## src/rtl/mmio_port_unit.sv

```systemverilog
// CPU data-port splitter: data RAM vs. I/O window holding a TX byte FIFO, a compare timer and a sticky irq.
// Timer/compare/irq logic is built only when MMIO_TIMER_EN is defined; otherwise those registers read 0.
module mmio_port_unit #(
  parameter int          FIFO_DEPTH = 8,
  parameter logic [31:0] IO_BASE    = 32'hFFFF_FF00
) (
  input  logic        clk,
  input  logic        reset,
  input  logic        cpu_memwrite,
  input  logic [31:0] cpu_memaddr,
  input  logic [31:0] cpu_memwritedata,
  output logic [31:0] cpu_memreaddata,
  output logic        ram_we,
  output logic [31:0] ram_addr,
  output logic [31:0] ram_wdata,
  input  logic [31:0] ram_rdata,
  output logic        tx_valid,
  output logic [7:0]  tx_data,
  input  logic        tx_ready,
  output logic        irq
);

  localparam int         AW       = (FIFO_DEPTH > 1) ? $clog2(FIFO_DEPTH) : 1;
  localparam logic [AW:0] FULL_CNT = FIFO_DEPTH[AW:0];

  localparam logic [5:0] OFF_TXDATA = 6'h00;
  localparam logic [5:0] OFF_STATUS = 6'h01;
  localparam logic [5:0] OFF_TIMER  = 6'h02;
  localparam logic [5:0] OFF_TCMP   = 6'h03;
  localparam logic [5:0] OFF_CTRL   = 6'h04;
  localparam logic [5:0] OFF_ISTAT  = 6'h05;

  logic        io_sel;
  logic [5:0]  word_off;
  logic        io_we;
  logic [31:0] io_rdata;

  // Address bits [1:0] never take part in decode; word offset is addr[7:2].
  assign io_sel   = (cpu_memaddr[31:8] == IO_BASE[31:8]);
  assign word_off = cpu_memaddr[7:2];
  assign io_we    = cpu_memwrite & io_sel;

  assign ram_we          = cpu_memwrite & ~io_sel;
  assign ram_addr        = cpu_memaddr;
  assign ram_wdata       = cpu_memwritedata;
  assign cpu_memreaddata = io_sel ? io_rdata : ram_rdata;

  logic [7:0]    fifo_mem [FIFO_DEPTH];
  logic [AW-1:0] rd_ptr;
  logic [AW-1:0] wr_ptr;
  logic [AW:0]   count;
  logic          ovf;
  logic          empty;
  logic          full;
  logic          pop;
  logic          push_req;
  logic          push_ok;
  logic          ovf_set;
  logic          ovf_clr;

  assign empty    = (count == '0);
  assign full     = (count == FULL_CNT);
  assign pop      = tx_valid & tx_ready;
  assign push_req = io_we & (word_off == OFF_TXDATA);
  // A pop in the same cycle frees the slot the push needs, so a full FIFO still accepts it.
  assign push_ok  = push_req & (~full | pop);
  assign ovf_set  = push_req & full & ~pop;
  assign ovf_clr  = io_we & (word_off == OFF_STATUS) & cpu_memwritedata[2];

  assign tx_valid = ~empty;
  assign tx_data  = fifo_mem[rd_ptr];

  always_ff @(posedge clk) begin
    if (push_ok) begin
      fifo_mem[wr_ptr] <= cpu_memwritedata[7:0];
    end
  end

  always_ff @(posedge clk or negedge reset) begin
    if (!reset) begin
      rd_ptr <= '0;
      wr_ptr <= '0;
      count  <= '0;
      ovf    <= 1'b0;
    end else begin
      if (pop) begin
        rd_ptr <= rd_ptr + 1'b1;
      end
      if (push_ok) begin
        wr_ptr <= wr_ptr + 1'b1;
      end
      case ({push_ok, pop})
        2'b10:   count <= count + 1'b1;
        2'b01:   count <= count - 1'b1;
        default: count <= count;
      endcase
      if (ovf_set) begin
        ovf <= 1'b1;
      end else if (ovf_clr) begin
        ovf <= 1'b0;
      end
    end
  end

  logic [31:0] status_rd;
  logic [31:0] timer_rd;
  logic [31:0] tcmp_rd;
  logic [31:0] ctrl_rd;
  logic [31:0] istat_rd;

  assign status_rd = {16'b0, 8'(count), 5'b0, ovf, full, empty};

`ifdef MMIO_TIMER_EN
  logic [31:0] timer;
  logic [31:0] tcmp;
  logic        tmr_en;
  logic        irq_en;
  logic        tmr_hit;
  logic        irq_q;
  logic        hit;
  logic        tmr_hit_next;
  logic [31:0] timer_next;

  // A CPU store to TIMER beats both the increment and the match reload;
  // a hit on the pre-edge value still sets tmr_hit, and a set beats a same-cycle W1C.
  always_comb begin
    hit        = tmr_en & (timer == tcmp);
    timer_next = timer;
    if (io_we && (word_off == OFF_TIMER)) begin
      timer_next = cpu_memwritedata;
    end else if (tmr_en) begin
      timer_next = hit ? 32'd0 : timer + 32'd1;
    end
    tmr_hit_next = tmr_hit;
    if (io_we && (word_off == OFF_ISTAT) && cpu_memwritedata[0]) begin
      tmr_hit_next = 1'b0;
    end
    if (hit) begin
      tmr_hit_next = 1'b1;
    end
  end

  always_ff @(posedge clk or negedge reset) begin
    if (!reset) begin
      timer   <= '0;
      tcmp    <= '0;
      tmr_en  <= 1'b0;
      irq_en  <= 1'b0;
      tmr_hit <= 1'b0;
      irq_q   <= 1'b0;
    end else begin
      timer   <= timer_next;
      tmr_hit <= tmr_hit_next;
      irq_q   <= irq_en & tmr_hit_next;
      if (io_we && (word_off == OFF_TCMP)) begin
        tcmp <= cpu_memwritedata;
      end
      if (io_we && (word_off == OFF_CTRL)) begin
        tmr_en <= cpu_memwritedata[0];
        irq_en <= cpu_memwritedata[1];
      end
    end
  end

  assign timer_rd = timer;
  assign tcmp_rd  = tcmp;
  assign ctrl_rd  = {30'b0, irq_en, tmr_en};
  assign istat_rd = {31'b0, tmr_hit};
  assign irq      = irq_q;
`else
  assign timer_rd = '0;
  assign tcmp_rd  = '0;
  assign ctrl_rd  = '0;
  assign istat_rd = '0;
  assign irq      = 1'b0;
`endif

  always_comb begin
    io_rdata = '0;
    case (word_off)
      OFF_STATUS: io_rdata = status_rd;
      OFF_TIMER:  io_rdata = timer_rd;
      OFF_TCMP:   io_rdata = tcmp_rd;
      OFF_CTRL:   io_rdata = ctrl_rd;
      OFF_ISTAT:  io_rdata = istat_rd;
      default:    io_rdata = '0;
    endcase
  end

  logic unused_bits;
  assign unused_bits = ^{cpu_memaddr[1:0], cpu_memwritedata};

endmodule

```

## config.mk

```make
export PLATFORM = sky130hd
export DESIGN_NAME = mmio_port_unit
export DESIGN_NICKNAME = d
export VERILOG_FILES = /design/src/rtl/mmio_port_unit.sv
export SDC_FILE = /design/constraint.sdc
export NUM_CORES = 1
export LEC_CHECK = 0
export BUFFER_PORTS_ARGS = -buffer_cell sky130_fd_sc_hd__buf_2
export CAP_MARGIN = 40
export CORE_MARGIN = 1
export CORE_UTILIZATION = 45
export CTS_CLUSTER_DIAMETER = 80
export CTS_CLUSTER_SIZE = 12
export DETAILED_ROUTE_END_ITERATION = 6
export GPL_TIMING_DRIVEN = 1
export PLACE_DENSITY_LB_ADDON = 0.25
export RECOVER_POWER = 100
export SETUP_SLACK_MARGIN = 0.15
export SYNTH_ARGS = -nofsm -noshare
export SYNTH_HDL_FRONTEND = slang
export SYNTH_SLANG_ARGS = --single-unit
```

## constraint.sdc

```tcl
create_clock -name clk -period 5.45 [get_ports clk]
set_input_delay 1.3625 -clock clk [delete_from_list [all_inputs] [get_ports clk]]
set_output_delay 1.3625 -clock clk [all_outputs]
set_load 0.005 [all_outputs]
```

## Word-level counts from Yosys, hierarchy flattened

Memory sizes are Yosys's and may differ from the RTL's.
Index checks and enable logic that the tools add are counted.

- $add $sub $neg: 4
- Multiply operators: 0
- Div/mod/pow operators: 0
- Magnitude comparators: 0
- Equality and inequality tests: 5
- Shift operators: 0
- Multiplexer cells: 7
- Bitwise logic cells: 14
- Reduce and logical (&&, ||, !) cells: 4

Operator list:

| cell | number |
|---|---|
| $mux 32 | 1 |
| $eq 24x24->1 const B | 1 |
| $mux 12 | 1 |
| $and 1x1->1 | 9 |
| $pmux 4 s2 | 1 |
| $add 3x1->3 const B | 2 |
| $eq 6x1->1 const B | 1 |
| $logic_not 6->1 | 1 |
| $add 4x1->4 const B | 1 |
| $eq 4x4->1 const B | 1 |
| $logic_not 4->1 | 1 |
| $mux 1 | 4 |
| $not 1->1 | 4 |
| $reduce_bool 2->1 | 2 |
| $sub 4x1->4 const B | 1 |
| $eq 2x1->1 const B | 1 |
| $eq 2x2->1 const B | 1 |
| $or 1x1->1 | 1 |

- Register bits: 11
- Latch bits: 0
- RAM bits: 64
- Bits in read-only memories: 0
- Bits of input ports: 100
- Memories kept: 1

Memories:

| name | depth | width | read ports | clocked after memory_dff | wr ports | line | RTL |
|---|---|---|---|---|---|---|---|
| fifo_mem | 8 | 8 | 1 | 0 | 1 | 48 | `logic [7:0] fifo_mem [FIFO_DEPTH];` |

## Logic depth before layout (Yosys ltp)

Gate-level depths: netlist of the first run.

- Depth in word-level cells: 7
- Mapped depth: 11
- Mapped depth without buffers: 11

## Worst setup path after synthesis of the first run

OpenSTA, ideal clock, no wires.

- Kind: input port to output port
- Start: input cpu_memaddr[28]
- End: output cpu_memreaddata[0]
- Arrival: 2.507 ns
- Setup slack: 1.580 ns
- Cell stages on the path: 5
- Buffers on the path: 1
- Path through: nand4_1 -> nor4_1 -> nand2_1 -> clkbuf_1 -> o31ai_1

- Cells in the longest elaborated chain, start to end: 2

Ends and longest elaborated chain:

| item | line | RTL |
|---|---|---|
| start, declared | 10 | `input logic [31:0] cpu_memaddr,` |
| $eq 24x24->1 | 39 | `assign io_sel = (cpu_memaddr[31:8] == IO_BASE[31:8]);` |
| $mux 32 | 46 | `assign cpu_memreaddata = io_sel ? io_rdata : ram_rdata;` |
| end, declared | 12 | `output logic [31:0] cpu_memreaddata,` |

Every way passes these cells.

## Worst setup path in the final report of the first run

- Start: input cpu_memaddr[25]
- End: output cpu_memreaddata[8]

Same word-level chain as after synthesis.

==> results of run 1 <==
critical path, delay by kind of cell:
| kind | cells | cell delay (ns) |
|---|---|---|
| compound gates | 1 | 0.44 |
| buf+inv | 3 | 0.80 |
| simple gates | 3 | 0.66 |
power groups by stage:
stage	logic [W]	clock network, W	registers, W
final	0.000433	0.000367	0.000736
after detailed placement	0.000468	0	0.000753
after CTS	0.000470	0.000377	0.000742
after floorplan	0.000397	0	0.000683
after global placement	0.000429	0	0.000772
after global routing	0.000480	0.000395	0.000746
Yosys cell counts (2+ instances only):
| cell | n |
|---|---|
| xnor2_1 | 6 |
| inv_1 | 3 |
| edfxtp_1 | 64 |
| o31ai_1 | 4 |
| nand3b_1 | 2 |
| nor2_1 | 7 |
| clkbuf_1 | 6 |
| dfrtp_1 | 11 |
| buf_2 | 3 |
| nor3_1 | 5 |
| nand3_1 | 4 |
| nand2_1 | 22 |
| and2_1 | 27 |
| mux4_2 | 16 |
| buf_4 | 65 |
| ha_1 | 4 |
| o21ai_0 | 7 |
| nand2b_1 | 3 |
| nand4_1 | 6 |
| mux2_2 | 8 |
| mux2i_1 | 2 |
per-stage QoR:
step	instance area, sq um	utilization
after floorplan	3954	-
after global placement	4328	0.5189
after global routing	4402	0.5278
after detailed placement	4395	0.5270
after CTS	4562	0.5470
final	4402	0.5278
layer usage:
metal,GRT usage,share of wire,vias up
li1,-,-,1182
met1,0.2698,0.42,1215
met2,0.3571,0.49,116
met3,0.06477,0.080,11
met4,0.09328,0.014,0
met5,0,0,-
registers in the layout (all words and copies together), names as in the netlist:
register and flops:
count 4, fifo_mem 64, ovf 1, rd_ptr 3
wr_ptr 3
worst max path at each step:
| stage | startpoint | endpoint | slack, ns |
|---|---|---|---|
| global placement | cpu_memaddr[25] | cpu_memreaddata[8] | 1.31 |
| CTS | cpu_memaddr[25] | cpu_memreaddata[8] | 1.24 |
| floorplan | cpu_memaddr[28] | cpu_memreaddata[0] | 1.58 |
| finish | cpu_memaddr[25] | cpu_memreaddata[8] | 0.82 |
| global route | cpu_memaddr[25] | cpu_memreaddata[9] | 0.59 |
| detailed placement | cpu_memaddr[25] | cpu_memreaddata[8] | 1.26 |
layout make-up:
| type | instances | area [sq um] | area share |
|---|---|---|---|
| Sequential cell | 75 | 2197 | 0.4991 |
| Clock buffer | 9 | 123.9 | 0.02814 |
| Multi-Input combinational cell | 139 | 1171 | 0.2661 |
| Tap cell | 105 | 131.4 | 0.02985 |
| Inverter | 3 | 11.26 | 0.002558 |
| Clock inverter | 7 | 42.54 | 0.009665 |
| Timing Repair Buffer | 162 | 724.4 | 0.1646 |
logic make-up (layout without fill, tap and decap cells):
family          Yosys count  after routing  synth area share
buf+inv                  79            181            0.1396
xor+xnor                  6              6           0.01329
simple gates             86             86            0.1247
other cells               1              1         0.0009485
fa+ha+maj                 5              5           0.01772
compound gates           13             13           0.01962
flops                    75             75            0.5557
mux                      28             28            0.1285
==> metrics.yaml, run 1 <==
cts_tree: "done"
wirelength_mm: 9.783
setup_ws_ns: 0.8182
firstDrtPassIters: 4
hp-start: "ovf$_DFFE_PN0P_"
power_density_mw_per_mm2: 348.9
crit_arrival_ns: 3.27
clk_pin_slew_worst_paths_ns: 0.08
yosysTopAreaCell: "edfxtp_1"
htreeDepth: 3
hold_viol_final: 0
via_per_inst: 5.048
postCtsHoldBufs: 0
design.core.area_sq_mm: 0.008341
cp_cell_sequence: "clkbuf_1 -> nand4_1 -> nor4_1 -> nand2_1 -> clkbuf_1 -> o31ai_1 -> clkbuf_2"
drc_errors: 0
numPlacedInstances: 484
netlist_top_cells_area: "edfxtp_1, buf_4, mux4_2"
fillerInstances: 771
nets: 495
wl_per_cell_um: 19.57
drtIter0Drc: 64
ys_async_sr_fraction: 0.1467
seqPwrFrac: 0.479
maxSlewViolCount: 0
drive_gt1_frac: 0.3418
die_w_um: 95.74
fin_crit_ns: 4.632
whs_endpoint: "ovf$_DFFE_PN0P_"
antenna_found_initial: 0
cts_sinks: 75
antenna_left: 0
postCtsResizedCells: 0
cell_internal_pwr_w: 0.001073
sw_frac_of_total: 0.3017
hold_path_depth: 2
holdWs_ns: 0.5234
diodes: 0
dieHeight_um: 95.74
p_sw_w: 0.0004634
power_frac_comb: 0.282
grt_pass1_vias: 2504
max_freq_mhz: 215.9
worstPathRequired_ns: 4.09
grt_overflow: 0
rows: 33
synth_area_sq_mm: 0.003954
ios: 207
max_stage_delay_ns: 0.52
critPathSlowestCell: "clkbuf_1"
status: "complete, no violations"
gp_congestion: 0.9065
r2r_cells: 10
post_cts_buffers: 0
finalClockSkew_ns: 0.009093
cts_root_buf: "clkbuf_8"
layout_common_cells: "buf_2, clkbuf_1, edfxtp_1"
grt_use_total: 0.2183
clkPwrFrac: 0.239
synth-main-ff-cell: "edfxtp_1"
hp-class: "reg -> reg"
vias: 2524
io_buffers: 153
cpMostUsedCell: "clkbuf_1"
synth_fp_nets: 398
regToRegStartpoint: "count[2]$_DFFE_PN0P_"
path_class: "in -> out"
start_util: 0.4740
tightest_slew_ns: 1.396
cts_buffer_depth: 2
cp-end-kind: "output pin"
synth_seq_cells: 75
power_w: 0.001536
syn_to_final_growth_pct: 11.33
synth_top_cell_area_share: 0.4861
power.leakage_nw: 1.658
vdd_ir_drop_max_mv: 0.1377
dieArea_sq_mm: 0.009165
synth_cell_types: 39
fin_cells: 500
yosys_warnings: 0
fin_setup_tns_ns: 0
worst_skew_pair.late_latency_ns: 0.35
syn_inst: 293
synth_enable_flop_cells: 64
dp_hpwl_mm: 7.696
ys_seq_area_frac: 0.5557
period_share: 0.8499
setup_viol: 0
max_slew_margin: 0.06211
ff2ff_setup_slack_ns: 2.60
path_max_fanout: 41
rr_endpoint: "count[3]$_DFFE_PN0P_"
cap_violations: 0
postSynthAreaPerCell_sq_um: 13.49
grt_max_degree: 42
dp_slack_ns: 1.260
start_kind: "input port"
cts_made_buffers: 9
mostFrequentLayoutCell: "buf_2"
grt_pass1_wl_mm: 13.84
rsz0062_at_grt: "false"
Power figures use the tool's default switching activity.
==> run 2, diff against run 1 <==
==> constraint.sdc (replaced) <==
create_clock -name clk -period 4.5 [get_ports clk]
set_input_delay 1.125 -clock clk [delete_from_list [all_inputs] [get_ports clk]]
set_output_delay 1.125 -clock clk [all_outputs]
set_load 0.005 [all_outputs]
==> metrics.yaml, run 2 (synthesized netlist as in run 1, its figures left out) <==
status: "complete, no violations"
nets: 496  # +0.20%
p_sw_w: 0.0005527  # +19%
tightest_slew_ns: 0.8255  # -0.5706 ns
maxSlewViolCount: 0  # unchanged
finalClockSkew_ns: 0.007365  # -0.001728 ns
setup_viol: 0  # unchanged
path_class: "in -> out"
seqPwrFrac: 0.443  # -0.036
max_freq_mhz: 268.2
cell_internal_pwr_w: 0.001415  # +32%
cts_made_buffers: 9  # unchanged
start_kind: "input port"
via_per_inst: 5.130  # +1.6%
die_w_um: 95.74  # unchanged
power_w: 0.001967  # +28%
cts_buffer_depth: 2  # unchanged
sw_frac_of_total: 0.2809  # -0.02078
firstDrtPassIters: 4  # unchanged
diodes: 0  # unchanged
rows: 33  # unchanged
fin_area_sq_mm: 0.004469  # +1.5%
antenna_left: 0  # unchanged
drc_errors: 0  # unchanged
wirelength_mm: 9.630  # -1.6%
place_area_sq_mm: 0.004385  # -0.23%
largest_reg_flops: 64  # unchanged
clkPwrFrac: 0.280  # +0.041
vias: 2570  # +1.8%
drive_gt1_frac: 0.3510  # +0.009238
path_max_fanout: 41  # unchanged
worst_skew_pair.late_latency_ns: 0.34  # about the same
cts_root_buf: "clkbuf_8"
post_cts_buffers: 0  # unchanged
worstPathRequired_ns: 3.38  # -0.71 ns
max_stage_delay_ns: 0.47  # -0.05 ns
dp_hpwl_mm: 7.338  # -4.7%
max_slew_margin: 0.4496  # +0.3875
gp_congestion: 0.9297  # +2.6%
power_frac_comb: 0.277  # -0.005
postCtsHoldBufs: 0  # unchanged
hp-class: "reg -> reg"
numPlacedInstances: 485  # +0.21%
crit_arrival_ns: 2.60  # -0.67 ns
grt_pass1_vias: 2505  # +0.040%
design.core.area_sq_mm: 0.008341  # unchanged
cp-end-kind: "output pin"
dieArea_sq_mm: 0.009165  # unchanged
cp_cell_sequence: "clkbuf_1 -> nand4_1 -> nor4_1 -> nand2_1 -> buf_4 -> o31ai_1 -> buf_1"
hold_viol_final: 0  # unchanged
cts_tree: "done"
ios: 207  # unchanged
critPathSlowestCell: "nor4_1"
crit_buf_inv: 3  # unchanged
grt_overflow: 0  # unchanged
period_share: 0.8285
cap_violations: 0  # unchanged
clk_pin_slew_worst_paths_ns: 0.08  # about the same
start_util: 0.4740  # unchanged
grt_max_degree: 42  # unchanged
grt_use_total: 0.2182  # about the same
postCtsResizedCells: 0  # unchanged
largest-register: "fifo_mem"
syn_to_final_growth_pct: 13.04
dieHeight_um: 95.74  # unchanged
power.leakage_nw: 1.687  # +1.8%
drtIter0Drc: 86  # +34%
rsz0062_at_grt: "false"
power_density_mw_per_mm2: 440.2  # +26%
htreeDepth: 3  # unchanged
fillerInstances: 762  # -1.2%
cp.depth: 7  # unchanged
crit_family: "simple AND/OR/NAND/NOR gates"
grt_pass1_wl_mm: 14.04  # +1.4%
fin_setup_tns_ns: 0  # unchanged
fin_crit_ns: 3.728
vdd_ir_drop_max_mv: 0.1706  # +24%
antenna_found_initial: 0  # unchanged
hold_path_depth: 2  # unchanged
layout_common_cells: "buf_2, clkbuf_1, edfxtp_1"
wl_per_cell_um: 19.22  # -1.8%
fin_cells: 501  # +0.20%
cts_sinks: 75  # unchanged
r2r_cells: 10  # unchanged
largestRegisters: "fifo_mem x64, count x4"
io_buffers: 153  # unchanged
mostFrequentLayoutCell: "buf_2"
run 2: layout make-up:
cell class                      count  area [sq um]  share of cell area
Clock buffer                        9         123.9             0.02772
Clock inverter                      7         92.59             0.02072
Inverter                            3         11.26            0.002520
Multi-Input combinational cell    139          1177              0.2634
Sequential cell                    75          2197              0.4916
Tap cell                          105         131.4             0.02940
Timing Repair Buffer              163         735.7              0.1646
run 2: metal layers:
layer | GRT usage | up-vias | routed length, um
met4 | 0.07090 | 0 | 93
met1 | 0.2820 | 1248 | 3947
met2 | 0.3446 | 128 | 4703
met5 | 0 | - | 0
met3 | 0.07662 | 7 | 886
li1 | - | 1187 | -
run 2: worst paths after layout:
path | to | startpoint | slack, ns
setup / recovery | cpu_memreaddata[9] | cpu_memaddr[22] | 0.77
hold / removal | ovf$_DFFE_PN0P_ | ovf$_DFFE_PN0P_ | 0.53
setup reg to reg | count[3]$_DFFE_PN0P_ | count[2]$_DFFE_PN0P_ | 1.69
hold reg to reg | ovf$_DFFE_PN0P_ | ovf$_DFFE_PN0P_ | 0.53
max in group asynchronous | rd_ptr[1]$_DFFE_PN0P_ | reset | 3.36
min in group asynchronous | wr_ptr[0]$_DFFE_PN0P_ | reset | 0.75
run 2: stage by stage:
| step | worst slack [ns] | util | hold slack [ns] |
|---|---|---|---|
| 2_1_floorplan | 1.105 | - | 0.4647 |
| 5_1_grt | 0.5472 | 0.5359 | 0.5812 |
| 4_1_cts | 0.7301 | 0.5518 | 0.5285 |
| 3_3_place_gp | 0.8369 | 0.5258 | 0.4974 |
| 6_report | 0.7719 | 0.5359 | 0.5314 |
| 3_5_place_dp | 0.7530 | 0.5258 | 0.5072 |
run 2: worst min-delay path: cells and delay by family, from the launching register on:
kind | cells | cell delay (ns)
DFF | 1 | 0.36
AOI/OAI and AO/OA | 2 | 0.13
run 2: power groups by stage:
stage / registers [W] / clock network (W) / logic, W
after floorplan: 0.000827 / 0 / 0.000480
after global placement: 0.000888 / 0 / 0.000574
after detailed placement: 0.000889 / 0 / 0.000583
after CTS: 0.000875 / 0.000560 / 0.000584
after global routing: 0.000883 / 0.000588 / 0.000608
final: 0.000872 / 0.000551 / 0.000544
==> run 3, diff against run 2 <==
--- a/config.mk
+++ b/config.mk
@@ -5,6 +5,7 @@
 export SDC_FILE = /design/constraint.sdc
 export NUM_CORES = 1
 export LEC_CHECK = 0
+export ABC_AREA = 1
 export BUFFER_PORTS_ARGS = -buffer_cell sky130_fd_sc_hd__buf_2
 export CAP_MARGIN = 40
 export CORE_MARGIN = 1
==> constraint.sdc (replaced) <==
create_clock -name clk -period 3.7 [get_ports clk]
set_input_delay 0.925 -clock clk [delete_from_list [all_inputs] [get_ports clk]]
set_output_delay 0.925 -clock clk [all_outputs]
set_load 0.005 [all_outputs]
==> metrics.yaml, run 3 <==
drive_gt1_frac: 0.2570  # -0.09397
die_w_um: 97.34  # +1.7%
cp-end-kind: "flop"
yosysTopAreaCell: "edfxtp_1"
cp-endpoint: "fifo_mem[4][2]$_DFFE_PP_"
nets: 633  # +28%
cts_tree: "done"
io_buffers: 153  # unchanged
dieHeight_um: 97.34  # +1.7%
vdd_ir_drop_max_mv: 0.2701  # +58%
synth_top_cell_area_share: 0.4699  # -0.01621
rsz0062_at_grt: "false"
crit_family: "simple AND/OR/NAND/NOR gates"
drtIter0Drc: 197  # +130%
postCtsHoldBufs: 0  # unchanged
fillerInstances: 845  # +11%
numPlacedInstances: 625  # +29%
synth_area_sq_mm: 0.004090  # +3.4%
grt_overflow: 0  # unchanged
start_util: 0.4667  # -0.007314
path_max_fanout: 6  # -85%
ios: 207  # unchanged
vias: 3149  # +23%
wl_per_cell_um: 14.36  # -25%
wirelength_mm: 9.207  # -4.4%
synth_seq_cells: 75  # unchanged
cp.depth: 10  # +3
tightest_slew_ns: 0.6421  # -0.1835 ns
postCtsResizedCells: 0  # unchanged
power.leakage_nw: 1.975  # +17%
cts_buffer_depth: 2  # unchanged
setup_viol: 0  # unchanged
fin_setup_tns_ns: 0  # unchanged
period_share: 0.8355
cpMostUsedCell: "nor3_1"
postSynthAreaPerCell_sq_um: 9.601  # -29%
grt_pass1_wl_mm: 14.46  # +3.0%
dp_hpwl_mm: 6.665  # -9.2%
rows: 34  # +3.0%
crit_buf_inv: 4  # +1
via_per_inst: 4.913  # -4.2%
status: "complete, no violations"
netlist_top_cells_area: "edfxtp_1, buf_4, nor2_1"
ys_async_sr_fraction: 0.1467  # unchanged
largest-register: "fifo_mem"
cap_violations: 0  # unchanged
dieArea_sq_mm: 0.009474  # +3.4%
start_kind: "input port"
synth-main-ff-cell: "edfxtp_1"
layout_common_cells: "nor2_1, buf_2, edfxtp_1"
synth_fp_nets: 531  # +33%
ys_seq_area_frac: 0.5372  # -0.01853
rr_endpoint: "fifo_mem[4][2]$_DFFE_PP_"
seqCellArea_sq_mm: 0.002197  # unchanged
hold_viol_final: 0  # unchanged
mostFrequentLayoutCell: "nor2_1"
gp_congestion: 0.7986  # -14%
hp-class: "in -> async"
syn_to_final_growth_pct: 12.36
grt_pass1_vias: 2963  # +18%
synth_cell_types: 35  # -10%
worstPathRequired_ns: 3.72  # +0.34 ns
finalClockSkew_ns: 0.01726  # +0.009899 ns
maxSlewViolCount: 0  # unchanged
worst_skew_pair.late_latency_ns: 0.36  # +0.02 ns
cp_cell_sequence: "buf_2 -> or2_2 -> nor3_1 -> inv_2 -> nor2_1 -> nand2_1 -> clkinvlp_2 -> nand2_4 -> nor3_1 -> clkbuf_1"
firstDrtPassIters: 4  # unchanged
antenna_found_initial: 0  # unchanged
regToRegStartpoint: "count[0]$_DFFE_PN0P_"
path_class: "in -> reg"
fin_cells: 641  # +28%
cts_root_buf: "clkbuf_8"
power_w: 0.002457  # +25%
htreeDepth: 3  # unchanged
post-route-util: 0.5244  # -0.01144
multiInputGateArea_sq_mm: 0.001127  # -4.3%
grt_use_total: 0.1981  # -0.02015
cp-startpoint: "cpu_memaddr[5]"
largest_reg_flops: 64  # unchanged
synth_common_cells: "nor2_1, buf_4, edfxtp_1, inv_1"
power_density_mw_per_mm2: 534.7  # +21%
max_freq_mhz: 323.5
r2r_cells: 9  # -1
crit_arrival_ns: 3.11  # +0.51 ns
design.core.area_sq_mm: 0.008763  # +5.1%
clk_pin_slew_worst_paths_ns: 0.08  # about the same
cts_sinks: 75  # unchanged
yosys_warnings: 0  # unchanged
drc_errors: 0  # unchanged
antenna_left: 0  # unchanged
diodes: 0  # unchanged
cts_made_buffers: 9  # unchanged
largestRegisters: "fifo_mem x64, count x4"
grt_max_degree: 34  # -19%
critPathSlowestCell: "nor3_1"
ff2ff_setup_slack_ns: 1.55  # -0.14 ns
syn_inst: 426  # +45%
yosysMostFrequentCell: "nor2_1"
post_cts_buffers: 0  # unchanged
max_slew_margin: 0.5720  # +0.1223
fin_crit_ns: 3.091
max_stage_delay_ns: 0.42  # -0.05 ns
synth_enable_flop_cells: 64  # unchanged
run 3: cell families after synthesis:
family          after synthesis  share of synthesized area
compound gates               64                    0.09024
xor+xnor                      5                    0.01071
fa+ha+maj                     5                    0.01713
buf+inv                     123                     0.1756
flops                        75                     0.5372
other cells                   1                  0.0009168
simple gates                153                     0.1682
run 3: per-layer routing:
metal | part of all wire | global-route usage | vias to the layer above
met2 | 0.49 | 0.3375 | 150
met3 | 0.076 | 0.03957 | 16
met5 | 0 | 0 | -
met1 | 0.41 | 0.2482 | 1439
li1 | - | - | 1544
met4 | 0.022 | 0.07805 | 0
run 3: power by group:
part           leakage, nW  total (W)  switching (W)  internal (W)
sequential           0.698   0.000982      0.0000256      0.000956
combinational         1.18   0.000891       0.000568      0.000323
clock               0.0925   0.000584       0.000330      0.000255
total                 1.98    0.00246       0.000923       0.00153
run 3: worst register-to-register path: cells and delay by family (launching register included):
| family | cells | cell delay, ns |
|---|---|---|
| buf+inv | 3 | 0.68 |
| flops | 1 | 0.40 |
| simple gates | 6 | 0.73 |
run 3: final cells by class:
class / instances / area share
flip-flops and latches: 75 / 0.4781
multi-input cells: 228 / 0.2453
repair buffers: 168 / 0.1685
inverters: 46 / 0.03893
well taps: 108 / 0.02940
clock buffers: 9 / 0.02695
clock inverters: 7 / 0.01280
run 3: worst min path at each step:
stage / cells after the start / startpoint / endpoint / slack, ns
3_3_place_gp: 2 / ovf$_DFFE_PN0P_ / ovf$_DFFE_PN0P_ / 0.54
6_report: 1 / reset / wr_ptr[1]$_DFFE_PN0P_ / 0.54
2_1_floorplan: 2 / ovf$_DFFE_PN0P_ / ovf$_DFFE_PN0P_ / 0.47
3_5_place_dp: 2 / ovf$_DFFE_PN0P_ / ovf$_DFFE_PN0P_ / 0.54
5_1_grt: 1 / reset / wr_ptr[1]$_DFFE_PN0P_ / 0.59
4_1_cts: 1 / reset / wr_ptr[1]$_DFFE_PN0P_ / 0.43
run 3: stage by stage:
stage | setup WS, ns | cell area [sq um] | hold slack, ns
after global placement | 0.7110 | 4568 | 0.5409
after detailed placement | 0.6286 | 4568 | 0.5389
after floorplan | 0.9490 | 4090 | 0.4699
after global routing | 0.3654 | 4596 | 0.5908
after CTS | 0.6831 | 4751 | 0.4278
final | 0.6086 | 4596 | 0.5388
